### config.mk
export PLATFORM = sky130hd
export DESIGN_NAME = numpad_decoder_flat
export DESIGN_NICKNAME = d
export VERILOG_FILES = /design/src/rtl/numpad_decoder_if.sv /design/src/rtl/numpad_decoder.sv /design/src/flat_wrapper.sv
export SDC_FILE = /design/constraint.sdc
export NUM_CORES = 1
export LEC_CHECK = 0
export ABC_AREA = 1
export CELL_PAD_IN_SITES_DETAIL_PLACEMENT = 1
export CELL_PAD_IN_SITES_GLOBAL_PLACEMENT = 1
export CORE_ASPECT_RATIO = 1.1
export CORE_MARGIN = 4
export CORE_UTILIZATION = 35
export CTS_BUF_LIST = sky130_fd_sc_hd__clkbuf_4 sky130_fd_sc_hd__clkbuf_8 sky130_fd_sc_hd__clkbuf_16
export DETAILED_ROUTE_END_ITERATION = 12
export PLACE_DENSITY_LB_ADDON = 0.1
export SLEW_MARGIN = 20
export SYNTH_ARGS = -nofsm -noshare
export SYNTH_HDL_FRONTEND = slang
export SYNTH_SLANG_ARGS = --single-unit
### constraint.sdc
create_clock -name clock -period 2.12 [get_ports clock]
set_input_delay 0.636 -clock clock [delete_from_list [all_inputs] [get_ports clock]]
set_output_delay 0.636 -clock clock [all_outputs]
set_load 0.01 [all_outputs]
### src/rtl/numpad_decoder_if.sv
// Event/token bus between the numpad scanner, the decoder and the calculator core.
// The master side drives scanner events and consumer handshakes; the slave side is the decoder.
interface numpad_decoder_if #(
  parameter int DEPTH = 4
);
  localparam int CW = $clog2(DEPTH) + 1;

  logic [5:0]    value;
  logic [4:0]    token;
  logic          token_valid;
  logic          token_ready;
  logic [CW-1:0] count;
  logic          overflow;
  logic          clear_overflow;

  modport master (
    output value,
    output token_ready,
    output clear_overflow,
    input  token,
    input  token_valid,
    input  count,
    input  overflow
  );

  modport slave (
    input  value,
    input  token_ready,
    input  clear_overflow,
    output token,
    output token_valid,
    output count,
    output overflow
  );
endinterface

### src/rtl/numpad_decoder.sv
// numpad_decoder: turns scanner press events into 5-bit calculator tokens
// {kind, code} and buffers them in a show-ahead circular FIFO with a
// valid/ready output handshake and a sticky overflow flag.
module numpad_decoder #(
  parameter int DEPTH = 4
) (
  input logic              clock,
  input logic              reset_n,
  numpad_decoder_if.slave  bus
);

  localparam int PW = $clog2(DEPTH);
  localparam int CW = PW + 1;

  // Main-keyboard key labels come from the physical column/row layout;
  // alternative-keyboard codes pass through untouched with kind=1.
  function automatic logic [4:0] decode_event(input logic main_kb, input logic [3:0] btn);
    logic [3:0] label;
    case (btn)
      4'd0:    label = 4'h1;
      4'd1:    label = 4'h4;
      4'd2:    label = 4'h7;
      4'd3:    label = 4'h0;
      4'd4:    label = 4'h2;
      4'd5:    label = 4'h5;
      4'd6:    label = 4'h8;
      4'd7:    label = 4'hF;
      4'd8:    label = 4'h3;
      4'd9:    label = 4'h6;
      4'd10:   label = 4'h9;
      4'd11:   label = 4'hE;
      4'd12:   label = 4'hA;
      4'd13:   label = 4'hB;
      4'd14:   label = 4'hC;
      4'd15:   label = 4'hD;
      default: label = 4'h0;
    endcase
    if (main_kb) begin
      return {1'b0, label};
    end else begin
      return {1'b1, btn};
    end
  endfunction

  logic [4:0]    mem_q [DEPTH];
  logic [PW-1:0] wr_ptr_q, wr_ptr_d;
  logic [PW-1:0] rd_ptr_q, rd_ptr_d;
  logic [CW-1:0] count_q, count_d;
  logic          overflow_q, overflow_d;

  logic          push_s;
  logic          pop_s;
  logic          full_s;
  logic          empty_s;
  logic          accept_s;
  logic          drop_s;
  logic [4:0]    tok_s;

  // Handshake qualifiers: a full FIFO still accepts a push when the head leaves on the same edge.
  always_comb begin
    push_s   = bus.value[5];
    empty_s  = (count_q == {CW{1'b0}});
    full_s   = (count_q == CW'(DEPTH));
    pop_s    = !empty_s && bus.token_ready;
    accept_s = push_s && (!full_s || pop_s);
    drop_s   = push_s && full_s && !pop_s;
    tok_s    = decode_event(bus.value[4], bus.value[3:0]);
  end

  // Next-state for pointers, occupancy and the sticky overflow flag (a drop beats a clear).
  always_comb begin
    wr_ptr_d   = wr_ptr_q;
    rd_ptr_d   = rd_ptr_q;
    count_d    = count_q;
    overflow_d = overflow_q;

    if (accept_s) begin
      wr_ptr_d = wr_ptr_q + PW'(1);
    end else begin
      wr_ptr_d = wr_ptr_q;
    end

    if (pop_s) begin
      rd_ptr_d = rd_ptr_q + PW'(1);
    end else begin
      rd_ptr_d = rd_ptr_q;
    end

    if (accept_s && !pop_s) begin
      count_d = count_q + CW'(1);
    end else if (pop_s && !accept_s) begin
      count_d = count_q - CW'(1);
    end else begin
      count_d = count_q;
    end

    if (drop_s) begin
      overflow_d = 1'b1;
    end else if (bus.clear_overflow) begin
      overflow_d = 1'b0;
    end else begin
      overflow_d = overflow_q;
    end
  end

  // Control state registers; reset takes effect immediately, mid-cycle included.
  always_ff @(posedge clock or negedge reset_n) begin
    if (!reset_n) begin
      wr_ptr_q   <= {PW{1'b0}};
      rd_ptr_q   <= {PW{1'b0}};
      count_q    <= {CW{1'b0}};
      overflow_q <= 1'b0;
    end else begin
      wr_ptr_q   <= wr_ptr_d;
      rd_ptr_q   <= rd_ptr_d;
      count_q    <= count_d;
      overflow_q <= overflow_d;
    end
  end

  // Token storage; contents are meaningless until written, so no reset.
  always_ff @(posedge clock) begin
    if (accept_s) begin
      mem_q[wr_ptr_q] <= tok_s;
    end
  end

  // Show-ahead head token, forced to zero whenever the FIFO is empty.
  always_comb begin
    bus.token_valid = !empty_s;
    bus.count       = count_q;
    bus.overflow    = overflow_q;
    if (!empty_s) begin
      bus.token = mem_q[rd_ptr_q];
    end else begin
      bus.token = 5'd0;
    end
  end

endmodule

### src/flat_wrapper.sv
// flat-port wrapper written by rule: the top's interface ports become plain ports
module numpad_decoder_flat 
#(
  parameter int DEPTH = 4
)
  (clock, reset_n, bus_value, bus_token_ready, bus_clear_overflow, bus_token, bus_token_valid, bus_count, bus_overflow);
  numpad_decoder_if #(.DEPTH(DEPTH)) bus_i ();
  input logic clock;
  input logic reset_n;
  input wire logic [$bits(bus_i.value)-1:0] bus_value;
  input wire logic [$bits(bus_i.token_ready)-1:0] bus_token_ready;
  input wire logic [$bits(bus_i.clear_overflow)-1:0] bus_clear_overflow;
  output wire logic [$bits(bus_i.token)-1:0] bus_token;
  output wire logic [$bits(bus_i.token_valid)-1:0] bus_token_valid;
  output wire logic [$bits(bus_i.count)-1:0] bus_count;
  output wire logic [$bits(bus_i.overflow)-1:0] bus_overflow;
  assign bus_i.value = bus_value;
  assign bus_i.token_ready = bus_token_ready;
  assign bus_i.clear_overflow = bus_clear_overflow;
  assign bus_token = bus_i.token;
  assign bus_token_valid = bus_i.token_valid;
  assign bus_count = bus_i.count;
  assign bus_overflow = bus_i.overflow;
  numpad_decoder #(.DEPTH(DEPTH)) u_core (.clock(clock), .reset_n(reset_n), .bus(bus_i));
endmodule
# Yosys cells after proc, flatten, opt, wreduce, memory -nomap -nowiden
# Memories as Yosys holds them, arrays and structs flattened.
# Cells that the tools add are included.
[op_classes]
reduce_logical = 14
mux = 8
add_sub_neg = 4
eq_ne = 1
[op_table]
columns = ["operator", "count"]
rows = [
  ["5-bit two-way mux", 2],
  ["1-bit logical AND", 6],
  ["3-bit two-way mux", 2],
  ["2-bit by 1-bit adder with 2-bit output (second input constant)", 2],
  ["1-bit logical NOT", 4],
  ["1-bit two-way mux", 4],
  ["2-bit nonzero test", 2],
  ["3-bit by 1-bit adder with 3-bit output (second input constant)", 1],
  ["3-bit equality test (second input constant)", 1],
  ["3-bit logical NOT", 1],
  ["3-bit by 1-bit subtractor with 3-bit output (second input constant)", 1],
  ["1-bit logical OR", 1],
]
[totals]
rom_bits = 64
mem_bits_rw = 20
n_memories = 2
output_inout_bits = 10
word_cells = 33
reg_bits = 8
[mem_list]
columns = ["name", "words", "width", "rd", "rd_clocked_by_memory_dff", "wr", "line_no", "text"]
rows = [
  ["(no name shown)", 16, 4, 1, 0, 0, "numpad_decoder.sv:19", "case (btn)"],
  ["u_core.mem_q", 4, 5, 1, 0, 1, "numpad_decoder.sv:45", "logic [4:0] mem_q [DEPTH];"],
]

# Longest topological paths before layout
# Gate-level depths: netlist of run 1.
[depth]
word_depth = 9
mapped_depth = 12
depth_no_buf = 12

# Least setup slack after synthesis of run 1
# OpenSTA, ideal clock, no wires.
[synth_path]
path_kind = "input to register"
from = "in bus_token_ready"
to = "reg u_core.count_q[1], in the netlist u_core.bus.count[1]"
t_arrival_ns = 1.911
setup_time_ns = 0.125
path_stages = 8
required_time_ns = 1.995
path_buffers = 0
setup_slack_ns = 0.084
path_cell_list = "nor2_1 > nand2_1 > nand2_2 > inv_1 > ha_1 > inv_1 > fa_1 > mux2_2"
[synth_between]
word_cells_on_any_way = 9
classes_between = "1 x mux; 8 x reduce/logical"
[synth_lines]
columns = ["element", "line_no", "text"]
rows = [
  ["start: declaration", "flat_wrapper.sv:11", "input wire logic [$bits(bus_i.token_ready)-1:0] bus_token_ready;"],
  ["1-bit logical AND", "numpad_decoder.sv:64", "pop_s = !empty_s && bus.token_ready;"],
  ["1-bit logical OR", "numpad_decoder.sv:65", "accept_s = push_s && (!full_s || pop_s);"],
  ["1-bit logical AND", "numpad_decoder.sv:65", ""],
  ["named net u_core.accept_s", "numpad_decoder.sv:55", "logic accept_s;"],
  ["1-bit logical AND", "numpad_decoder.sv:89", "if (accept_s && !pop_s) begin"],
  ["3-bit two-way mux", "numpad_decoder.sv:89", ""],
  ["named net u_core.count_d[1]", "numpad_decoder.sv:48", "logic [CW-1:0] count_q, count_d;"],
  ["end signal: assignment", "numpad_decoder.sv:111", "count_q <= {CW{1'b0}};"],
  ["end signal: assignment", "numpad_decoder.sv:116", "count_q <= count_d;"],
  ["end: declaration", "numpad_decoder.sv:48", ""],
]
# The timed path passes the listed nets, and every way through them passes these cells.
# A chain may end at the register's enable or synchronous reset.

# Worst setup path after layout of run 1
[layout_path]
from = "reg u_core.rd_ptr_q[0]"
to = "out bus_token[3]"
[layout_between]
elab_chain_cells = 2
[layout_lines]
columns = ["element", "line_no", "text"]
rows = [
  ["start: declaration", "numpad_decoder.sv:47", "logic [PW-1:0] rd_ptr_q, rd_ptr_d;"],
  ["start signal: assignment", "numpad_decoder.sv:110", "rd_ptr_q <= {PW{1'b0}};"],
  ["start signal: assignment", "numpad_decoder.sv:115", "rd_ptr_q <= rd_ptr_d;"],
  ["memory 4 x 5 bit", "--", ""],
  ["5-bit two-way mux", "numpad_decoder.sv:133", "if (!empty_s) begin"],
  ["end: declaration", "flat_wrapper.sv:13", "output wire logic [$bits(bus_i.token)-1:0] bus_token;"],
]
# No other way between the ends.

==> results.md, run 1 <==
* WP data arrival at 1.41 ns
* Syn. warnings at 0
* DRT iter0 DRCs at 51
* Tot Pwr at 2.23 mW
* Max IR drop VDD at 0.514 mV
* Number of diodes at 0
* Skew-Pair Late Insertion Delay at 0.27 ns
* CP endpoint kind: output port
* TritonRoute pass-1 iters at 4
* Net count after synthesis at 178
* Clk sink count at 28
* Site row count at 24
* RR Startpoint: u_core.bus.count[0]
* Fin. Hold Viols at 0
* Top Ports at 20
* Synthesized area at 1460 um^2
* DRC Markers at 0
* Worst hold-check path type: reg -> reg
* Worst Hold Launch: u_core.bus.overflow
* RSZ-0062 raised after global routing: no
* Register area share after synthesis at 0.549
* Multi-input logic area at 531 um^2
* Endpoints failing setup at 0
* Final hold slack at 0.541 ns
* Fin. max-slew vios at 0
* CTS Hold Buffers Added at 0
* Tightest Pin Transition at 0.387 ns
* Max-cap viol count at 0
* Largest net degree at the start of global routing at 16
* Placed cell count at 245
* Antenna violations before repair at 0
* CP Max Fanout at 10
* Startpoint types: flop
* Area Overhead vs Synth at 29.7%
* Mapped Cells at 160
* Vias per cell at 4.49
* Outcome: finished clean
* Final core utilization at 0.474
* DIE WIDTH at 69.6 um
* Slowest stage delay, CP at 0.45 ns
* Worst setup startpoint: u_core.rd_ptr_q[0]
* Core area at 3990 um^2
* Clock root buffer: clkbuf_8
* Die Y-Extent at 75.7 um
* Req. time, crit path at 1.48 ns
* Reg area at 802 um^2
* Grt total ovfl at 0
* CTS tree: built
* Non-Filler Instances at 251
* Fin crit period at 2.05 ns
* Post-synth EDFFs at 20
* Rel. slew slack at 0.741
* Top_reg_cell synth: edfxtp_1
* F_max at 0.489 GHz
* Critical path class: reg -> out
* Routed WL at 3.25 mm
* Clock skew at 0.00281 ns
* Vias at 1128
* Final instance area at 1890 um^2
* Die area at 5270 um^2
* Initial Util at 0.365
* PortBufs at 19
* Tcrit/Tclk final at 0.965
* Nets@finish at 218
* Cell area power density at 1180 nW/um^2
* Post-DR wirelength/cell at 13.0 um
* Avg Inst Size Synth at 9.12 um^2
* Post-synth ARST share at 0.286
* Synthesis-stage register bit count at 28
* Clk buf depth at 2
* DRT antenna net count at 0
* Cell variety after synth at 23
* Max H-tree Level at 1
* Static leakage at 0.889 nW
* Slowest CP cell: dfrtp_2
* Placed instance area at 1820 um^2
* GRT Overall Usage at 0.132
* Number of global-route vias before repair at 1177
* Reg clk slew, reported paths at 0.08 ns
* RePlAce Congestion at 0.822
* Fill cells at 478
* First-pass GRT wire length at 5.42 mm
* Share of layout cells above drive strength 1 at 0.191
* Critical path cell sequence: buf_6 > nand2_1 > nand3_1 > a21oi_1 > clkdlybuf4s15_1
* DP HPWL at 2.70 mm
* CTS Buf Count at 3
## metrics by stage
stage / setup WS [ns] / TNS, ns
2_1_floorplan: 0.0840 / 0
3_3_place_gp: -0.316 / -0.570
3_5_place_dp: -0.433 / -1.51
4_1_cts: 0.0165 / 0
5_1_grt: 0.000847 / 0
6_report: 0.0738 / 0
## Yosys cell counts (all sizes together) (2+ instances only)
master,count,area [um^2]
xnor2,2,17.5
dfrtp,8,200
a21oi,5,25.0
nor2,8,32.5
buf,4,28.8
nand3,10,50.1
xor2,2,17.5
ha,7,87.6
nand2,55,211
o21ai,4,20.0
inv,29,109
edfxtp,20,601
## critical path: cells and delay by family (launching register included)
| family | cells | cell delay, ns |
|---|---|---|
| AOI/OAI and AO/OA | 1 | 0.15 |
| and+or+nand+nor | 2 | 0.14 |
| buffers and inverters | 2 | 0.40 |
| DFF | 1 | 0.45 |
## final timing paths
check / to / slack [ns] / cells past startpoint
setup / recovery: bus_token[3] / 0.07 / 5
min in group asynchronous: u_core.bus.count[0] / 0.65 / 1
setup reg to reg: u_core.bus.count[1] / 0.27 / 8
hold / removal: u_core.bus.overflow / 0.54 / 2
max in group asynchronous: u_core.rd_ptr_q[0] / 1.17 / 1
hold reg to reg: u_core.bus.overflow / 0.54 / 2
## kinds of logic after synthesis
group | Yosys count | synth area share
compound gates | 11 | 0.0403
mux | 1 | 0.00772
fa+ha+maj | 8 | 0.0738
buf+inv | 33 | 0.0943
simple gates | 75 | 0.211
xor+xnor | 4 | 0.0240
flops | 28 | 0.549
## power breakdown
| part | leakage, nW | total (mW) | switching [mW] | internal (mW) |
|---|---|---|---|---|
| clock network | 0.0262 | 0.298 | 0.151 | 0.147 |
| registers | 0.280 | 0.823 | 0.0791 | 0.744 |
| logic | 0.583 | 1.11 | 0.589 | 0.523 |
## cells in the final DEF (no fill, tap or decap), types with 2 or more instances in the layout
cell	n
a21oi_1	5
nor2_2	2
dfrtp_1	7
clkdlybuf4s15_1	3
nand2_1	52
o21ai_0	4
nor2_1	6
xnor2_1	2
edfxtp_1	20
inv_1	26
dlygate4sd2_1	2
buf_4	19
xor2_1	2
clkbuf_2	2
nand3_1	10
nand2_2	3
clkdlybuf4s50_1	12
clkbuf_8	3
ha_1	6
inv_2	2
## repair_timing
item	in CTS	in global routing
buffers inserted	0	2
pin swaps	1	0
endpoints found under the setup margin	7	5
hold endpoints to repair	0	0
gates resized for setup	14	10
## registers in the layout (all words and copies together), names as in the netlist
name / flops
u_core.bus.overflow: 1
u_core.rd_ptr_q: 2
u_core.wr_ptr_q: 2
u_core.mem_q: 20
u_core.bus.count: 3
## per-layer routing
metal / vias up / GRT usage / part of all wire
met2: 8 / 0.257 / 0.54
li1: 576 / - / -
met1: 542 / 0.149 / 0.44
met3: 2 / 0.0158 / 0.016
met5: - / 0 / 0
met4: 0 / 0.0521 / 0.0065
## cell type report
| class | count | area share |
|---|---|---|
| clock buffers | 4 | 0.0258 |
| repair buffers | 39 | 0.175 |
| multi-input cells | 99 | 0.280 |
| well taps | 52 | 0.0344 |
| flip-flops and latches | 28 | 0.424 |
| inverters | 29 | 0.0602 |
(Power assumes the default switching activity.)
==> run 2: changes to the inputs <==
--- a/config.mk
+++ b/config.mk
@@ -8,7 +8,6 @@
 export ABC_AREA = 1
 export CELL_PAD_IN_SITES_DETAIL_PLACEMENT = 1
 export CELL_PAD_IN_SITES_GLOBAL_PLACEMENT = 1
-export CORE_ASPECT_RATIO = 1.1
 export CORE_MARGIN = 4
 export CORE_UTILIZATION = 35
 export CTS_BUF_LIST = sky130_fd_sc_hd__clkbuf_4 sky130_fd_sc_hd__clkbuf_8 sky130_fd_sc_hd__clkbuf_16
==> run 2 against run 1 <==
  * Register-to-register slack worse by 0.03 ns
  * Global-route usage is 1.2 points higher
  * Worst hold slack better by 0.013 ns
==> results.md, run 2 (synthesis results as in run 1) <==
* Final instance area at 1980 um^2
* Clock skew at 0.00484 ns
* Max IR drop VDD at 0.563 mV
* Placement Setup Slack at -0.399 ns
* Endpoints failing setup at 0
* Startpoint types: flop
* Worst hold-check path type: reg -> reg
* Fin worst setup slack at 0.0859 ns
* Placed instance area at 1830 um^2
* CP Max Fanout at 3
* DP HPWL at 2.61 mm
* Routed WL at 3.42 mm
* Reg clk slew, reported paths at 0.09 ns
* Slowest stage delay, CP at 0.44 ns
* DRT iter0 DRCs at 20
* Max reg flops at 20
* Max-cap viol count at 0
* Final core utilization at 0.491
* DR top layer: met4
* Fin. Hold Viols at 0
* First-pass GRT wire length at 5.94 mm
* Area Overhead vs Synth at 35.6%
* TritonRoute pass-1 iters at 4
* Worst reg2reg setup slack at 0.24 ns
* Top Ports at 20
* Worst Hold Launch: u_core.bus.overflow
* Clk sink count at 28
* Post-DR wirelength/cell at 13.1 um
* WL met2 at 1.81 mm
* PortBufs at 19
* Rel. slew slack at 0.710
* WHS Path Cells at 2
* Outcome: finished clean
* Number of global-route vias before repair at 1264
* Largest net degree at the start of global routing at 16
* Wire length on met3 at 70 um
* Fin. max-slew vios at 0
* Tot Pwr at 2.37 mW
* Cell area power density at 1200 nW/um^2
* DIE WIDTH at 72.6 um
* R2r worst-path depth at 9
* Commonest cells after routing, fill and taps aside: 52 x nand2_1, 31 x buf_4, 25 x inv_1, 20 x edfxtp_1, 12 x clkdlybuf4s50_1
* Fin crit period at 2.03 ns
* Reg with most FFs: u_core.mem_q
* Static leakage at 0.946 nW
* Die Y-Extent at 72.6 um
* DRC Markers at 0
* RR Endpoint: u_core.bus.count[1]
* Skew-Pair Late Insertion Delay at 0.27 ns
* Commonest non-fill, non-tap cell in the layout: nand2_1
* RePlAce Congestion at 0.809
* Critical path cell sequence: buf_4 > nand2_1 > nand3_1 > a21oi_1 > clkdlybuf4s15_1
* Share of layout cells above drive strength 1 at 0.251
* Critical path class: reg -> out
* Slowest CP cell: dfrtp_1
* Vias at 1178
* GRT Overall Usage at 0.144
* CTS Buf Count at 3
* Tcrit/Tclk final at 0.959
* Max H-tree Level at 1
* Die area at 5260 um^2
* CTS Hold Buffers Added at 0
* Antenna violations before repair at 0
* RR Startpoint: u_core.bus.count[2]
* Site row count at 23
* CP endpoint kind: output port
* WHS Endpoint: u_core.bus.overflow
* WP data arrival at 1.40 ns
* Number of diodes at 0
* Initial Util at 0.362
* Req. time, crit path at 1.48 ns
* CTS tree: built
* DRT antenna net count at 0
* Tightest Pin Transition at 0.434 ns
* M1 wire length at 1.50 mm
* Clock root buffer: clkbuf_8
* Clk buf depth at 2
* F_max at 0.492 GHz
* Vias per cell at 4.51
* Nets@finish at 230
* Core area at 4030 um^2
* Grt total ovfl at 0
## run 2: cell type report
cell class              instances  area [um^2]
multi-input cells              99          544
inverters                      29          114
clock buffers                   3         41.3
clock inverters                 1         3.75
repair buffers                 51          412
well taps                      50         62.6
flip-flops and latches         28          801
fillers                       494         2050
## run 2: stage by stage
| step | instances | TNS, ns | hold slack (ns) |
|---|---|---|---|
| final | 261 | 0 | 0.553 |
| after detailed placement | 245 | -0.774 | 0.531 |
| after CTS | 260 | 0 | 0.551 |
| after global routing | 261 | -0.00373 | 0.594 |
| after floorplan | 160 | 0 | 0.340 |
| after global placement | 245 | -0.577 | 0.509 |
## run 2: critical path: cells and delay by family (launching register included)
family,cells,cell delay [ns]
flip-flops,1,0.44
AO/OA/AOI/OAI,1,0.14
buffers and inverters,2,0.41
AND/OR/NAND/NOR,2,0.13
## run 2: worst max-delay path by stage
stage	start	to	slack [ns]	cells past startpoint
after floorplan	bus_token_ready	u_core.bus.count[1]	0.08	8
after global placement	bus_token_ready	u_core.bus.count[1]	-0.32	9
after detailed placement	bus_token_ready	u_core.bus.count[1]	-0.40	9
after CTS	u_core.bus.count[0]	bus_token[3]	0.02	5
after global routing	u_core.rd_ptr_q[0]	bus_token[4]	-0.004	7
final	u_core.rd_ptr_q[0]	bus_token[3]	0.09	5
## run 2: repair_timing
| item | 4_1_cts | 5_1_grt |
|---|---|---|
| buffers inserted | 11 | 2 |
| setup endpoints to repair | 7 | 4 |
| resized for setup | 26 | 8 |
| pin swaps | 4 | 2 |
## run 2: routing by layer
layer | vias up | track usage
li1 | 603 | -
met1 | 556 | 0.171
met4 | 0 | 0.0389
met3 | 6 | 0.0180
met2 | 13 | 0.270
met5 | - | 0
## run 2: report_power, final
group          switching [mW]  total (mW)  leakage [nW]  internal, mW
combinational           0.639        1.25         0.642         0.609
clock                   0.163       0.293        0.0231         0.130
sequential             0.0872       0.829         0.281         0.742
total                   0.889        2.37         0.946          1.48
==> run 3: changes to the inputs <==
--- a/config.mk
+++ b/config.mk
@@ -12,6 +12,7 @@
 export CORE_UTILIZATION = 35
 export CTS_BUF_LIST = sky130_fd_sc_hd__clkbuf_4 sky130_fd_sc_hd__clkbuf_8 sky130_fd_sc_hd__clkbuf_16
 export DETAILED_ROUTE_END_ITERATION = 12
+export DONT_BUFFER_PORTS = 1
 export PLACE_DENSITY_LB_ADDON = 0.1
 export SLEW_MARGIN = 20
 export SYNTH_ARGS = -nofsm -noshare
==> run 3 against run 2 <==
  * First-iteration DRC count up 65%
  * Utilization decreased by 9.6 points
  * Die area is the same
  * Worst hold slack got worse by 0.50 ns
  * Sequential share of layout area increased by 10 points
  * Global-route usage shrank 1.9 points
  * Critical path type unchanged
  * Critical endpoint is now bus_token[0]
==> results.md, run 3 (synthesis results as in run 1) <==
* Outcome: finished clean
* Most used cell, CP: nand2_1
* Site row count at 23
* TNS Setup at 0 ns
* Nets@finish at 185
* Max IR drop VDD at 0.506 mV
* Reg clk slew, reported paths at 0.09 ns
* R2r worst-path depth at 9
* PortBufs at 0
* WP data arrival at 1.34 ns
* Tightest Pin Transition at 0.620 ns
* Endpoints failing setup at 0
* Fin crit period at 1.98 ns
* Critical path cell sequence: buf_4 > nand2_1 > nand2_1 > nand2_1 > a21oi_1
* First-pass GRT wire length at 5.13 mm
* Reg with most FFs: u_core.mem_q
* Crit. path cell count at 5
* Cell area power density at 1210 nW/um^2
* Commonest non-fill, non-tap cell in the layout: nand2_1
* Number of diodes at 0
* Fin. Hold Viols at 0
* Area Overhead vs Synth at 9.09%
* Non-Filler Instances at 216
* GRT Overall Usage at 0.125
* Fin. max-slew vios at 0
* RePlAce Congestion at 0.746
* Post-DR wirelength/cell at 13.4 um
* Routed WL at 2.89 mm
* Vias at 1009
* Critical path class: reg -> out
* WP buf/inv at 1
* Commonest cells after routing, fill and taps aside: 53 x nand2_1, 27 x inv_1, 20 x edfxtp_1, 10 x nand3_1
* Worst hold-check path type: in -> async
* Slowest CP cell: dfrtp_2
* Max reg flops at 20
* Final hold slack at 0.0491 ns
* TritonRoute pass-1 iters at 4
* Core area at 4030 um^2
* Share of layout cells above drive strength 1 at 0.108
* Clock skew at 0.00384 ns
* Tcrit/Tclk final at 0.933
* Fin worst setup slack at 0.142 ns
* Placement Setup Slack at 0.0494 ns
* Clock root buffer: clkbuf_8
* Static leakage at 0.741 nW
* DRT antenna net count at 0
* Rel. slew slack at 0.583
* Antenna violations before repair at 0
* Final instance area at 1590 um^2
* Startpoint types: flop
* CP Max Fanout at 7
* CTS Buf Count at 3
* Max-cap viol count at 0
* Vias per cell at 4.67
* RSZ-0062 raised after global routing: no
* DP HPWL at 2.32 mm
* Die Y-Extent at 72.6 um
* Clk buf depth at 2
* Largest net degree at the start of global routing at 16
* F_max at 0.506 GHz
* DRT iter0 DRCs at 33
* Met2 GRT Util at 0.228
* GR Util met1 at 0.151
* Top Ports at 20
* Met3 Track Usage GR at 0.0208
* Req. time, crit path at 1.48 ns
* CP endpoint kind: output port
* Clk sink count at 28
* Initial Util at 0.362
* Die area at 5260 um^2
* Max H-tree Level at 1
* CTS tree: built
* Skew-Pair Late Insertion Delay at 0.27 ns
* DIE WIDTH at 72.6 um
* Busiest metal layer after global routing: met2
* Grt total ovfl at 0
* Placed cell count at 212
* Number of global-route vias before repair at 1136
* Placed instance area at 1540 um^2
* Slowest stage delay, CP at 0.46 ns
* Top Family by Delay on Critical Path: flip-flops
* DRC Markers at 0
==> run 3: cell types whose count changed in the layout (fill, tap and decap cells not counted), sizes merged <==
cell / change
dlygate4sd2: -2
clkdlybuf4s15: -1
clkdlybuf4s50: -12
buf: -30
==> run 3: path summary, 6_finish.rpt <==
| path | start | end | slack [ns] |
|---|---|---|---|
| worst max-delay path | u_core.rd_ptr_q[0] | bus_token[0] | 0.14 |
| worst max register to register | u_core.bus.count[2] | u_core.bus.count[1] | 0.21 |
| min in group clock | bus_clear_overflow | u_core.bus.overflow | 0.47 |
| max in group asynchronous | reset_n | u_core.rd_ptr_q[0] | 1.99 |
| worst min-delay path | reset_n | u_core.bus.count[0] | 0.05 |
| worst min register to register | u_core.wr_ptr_q[0] | u_core.wr_ptr_q[0] | 0.57 |
==> run 3: repair_timing <==
item                                    4_1_cts  5_1_grt
buffers inserted                              0        0
endpoints found under the setup margin        0        5
hold buffers                                  0        0
gates resized for setup                       0        5
==> run 3: per-stage QoR <==
step           power, mW   util
2_1_floorplan       1.45      -
3_3_place_gp        1.62  0.382
3_5_place_dp        1.66  0.382
4_1_cts             1.94  0.393
5_1_grt             2.11  0.395
6_report            1.93  0.395
==> run 3: power by group <==
part / switching [mW] / total [mW] / internal (mW)
logic: 0.482 / 0.770 / 0.288
clock network: 0.156 / 0.285 / 0.130
registers: 0.126 / 0.871 / 0.746
total: 0.763 / 1.93 / 1.16
==> run 3: area by class of cell <==
type / instances / area [um^2]
repair buffers: 6 / 45.0
multi-input cells: 99 / 524
flip-flops and latches: 28 / 803
well taps: 50 / 62.6
inverters: 29 / 111
fillers: 502 / 2440
clock buffers: 3 / 41.3
clock inverters: 1 / 3.75
==> run 3: layer usage <==
layer | vias to the layer above | part of all wire
met5 | - | 0
met4 | 0 | 0.0045
met3 | 2 | 0.036
met2 | 15 | 0.52
met1 | 484 | 0.44
li1 | 508 | -
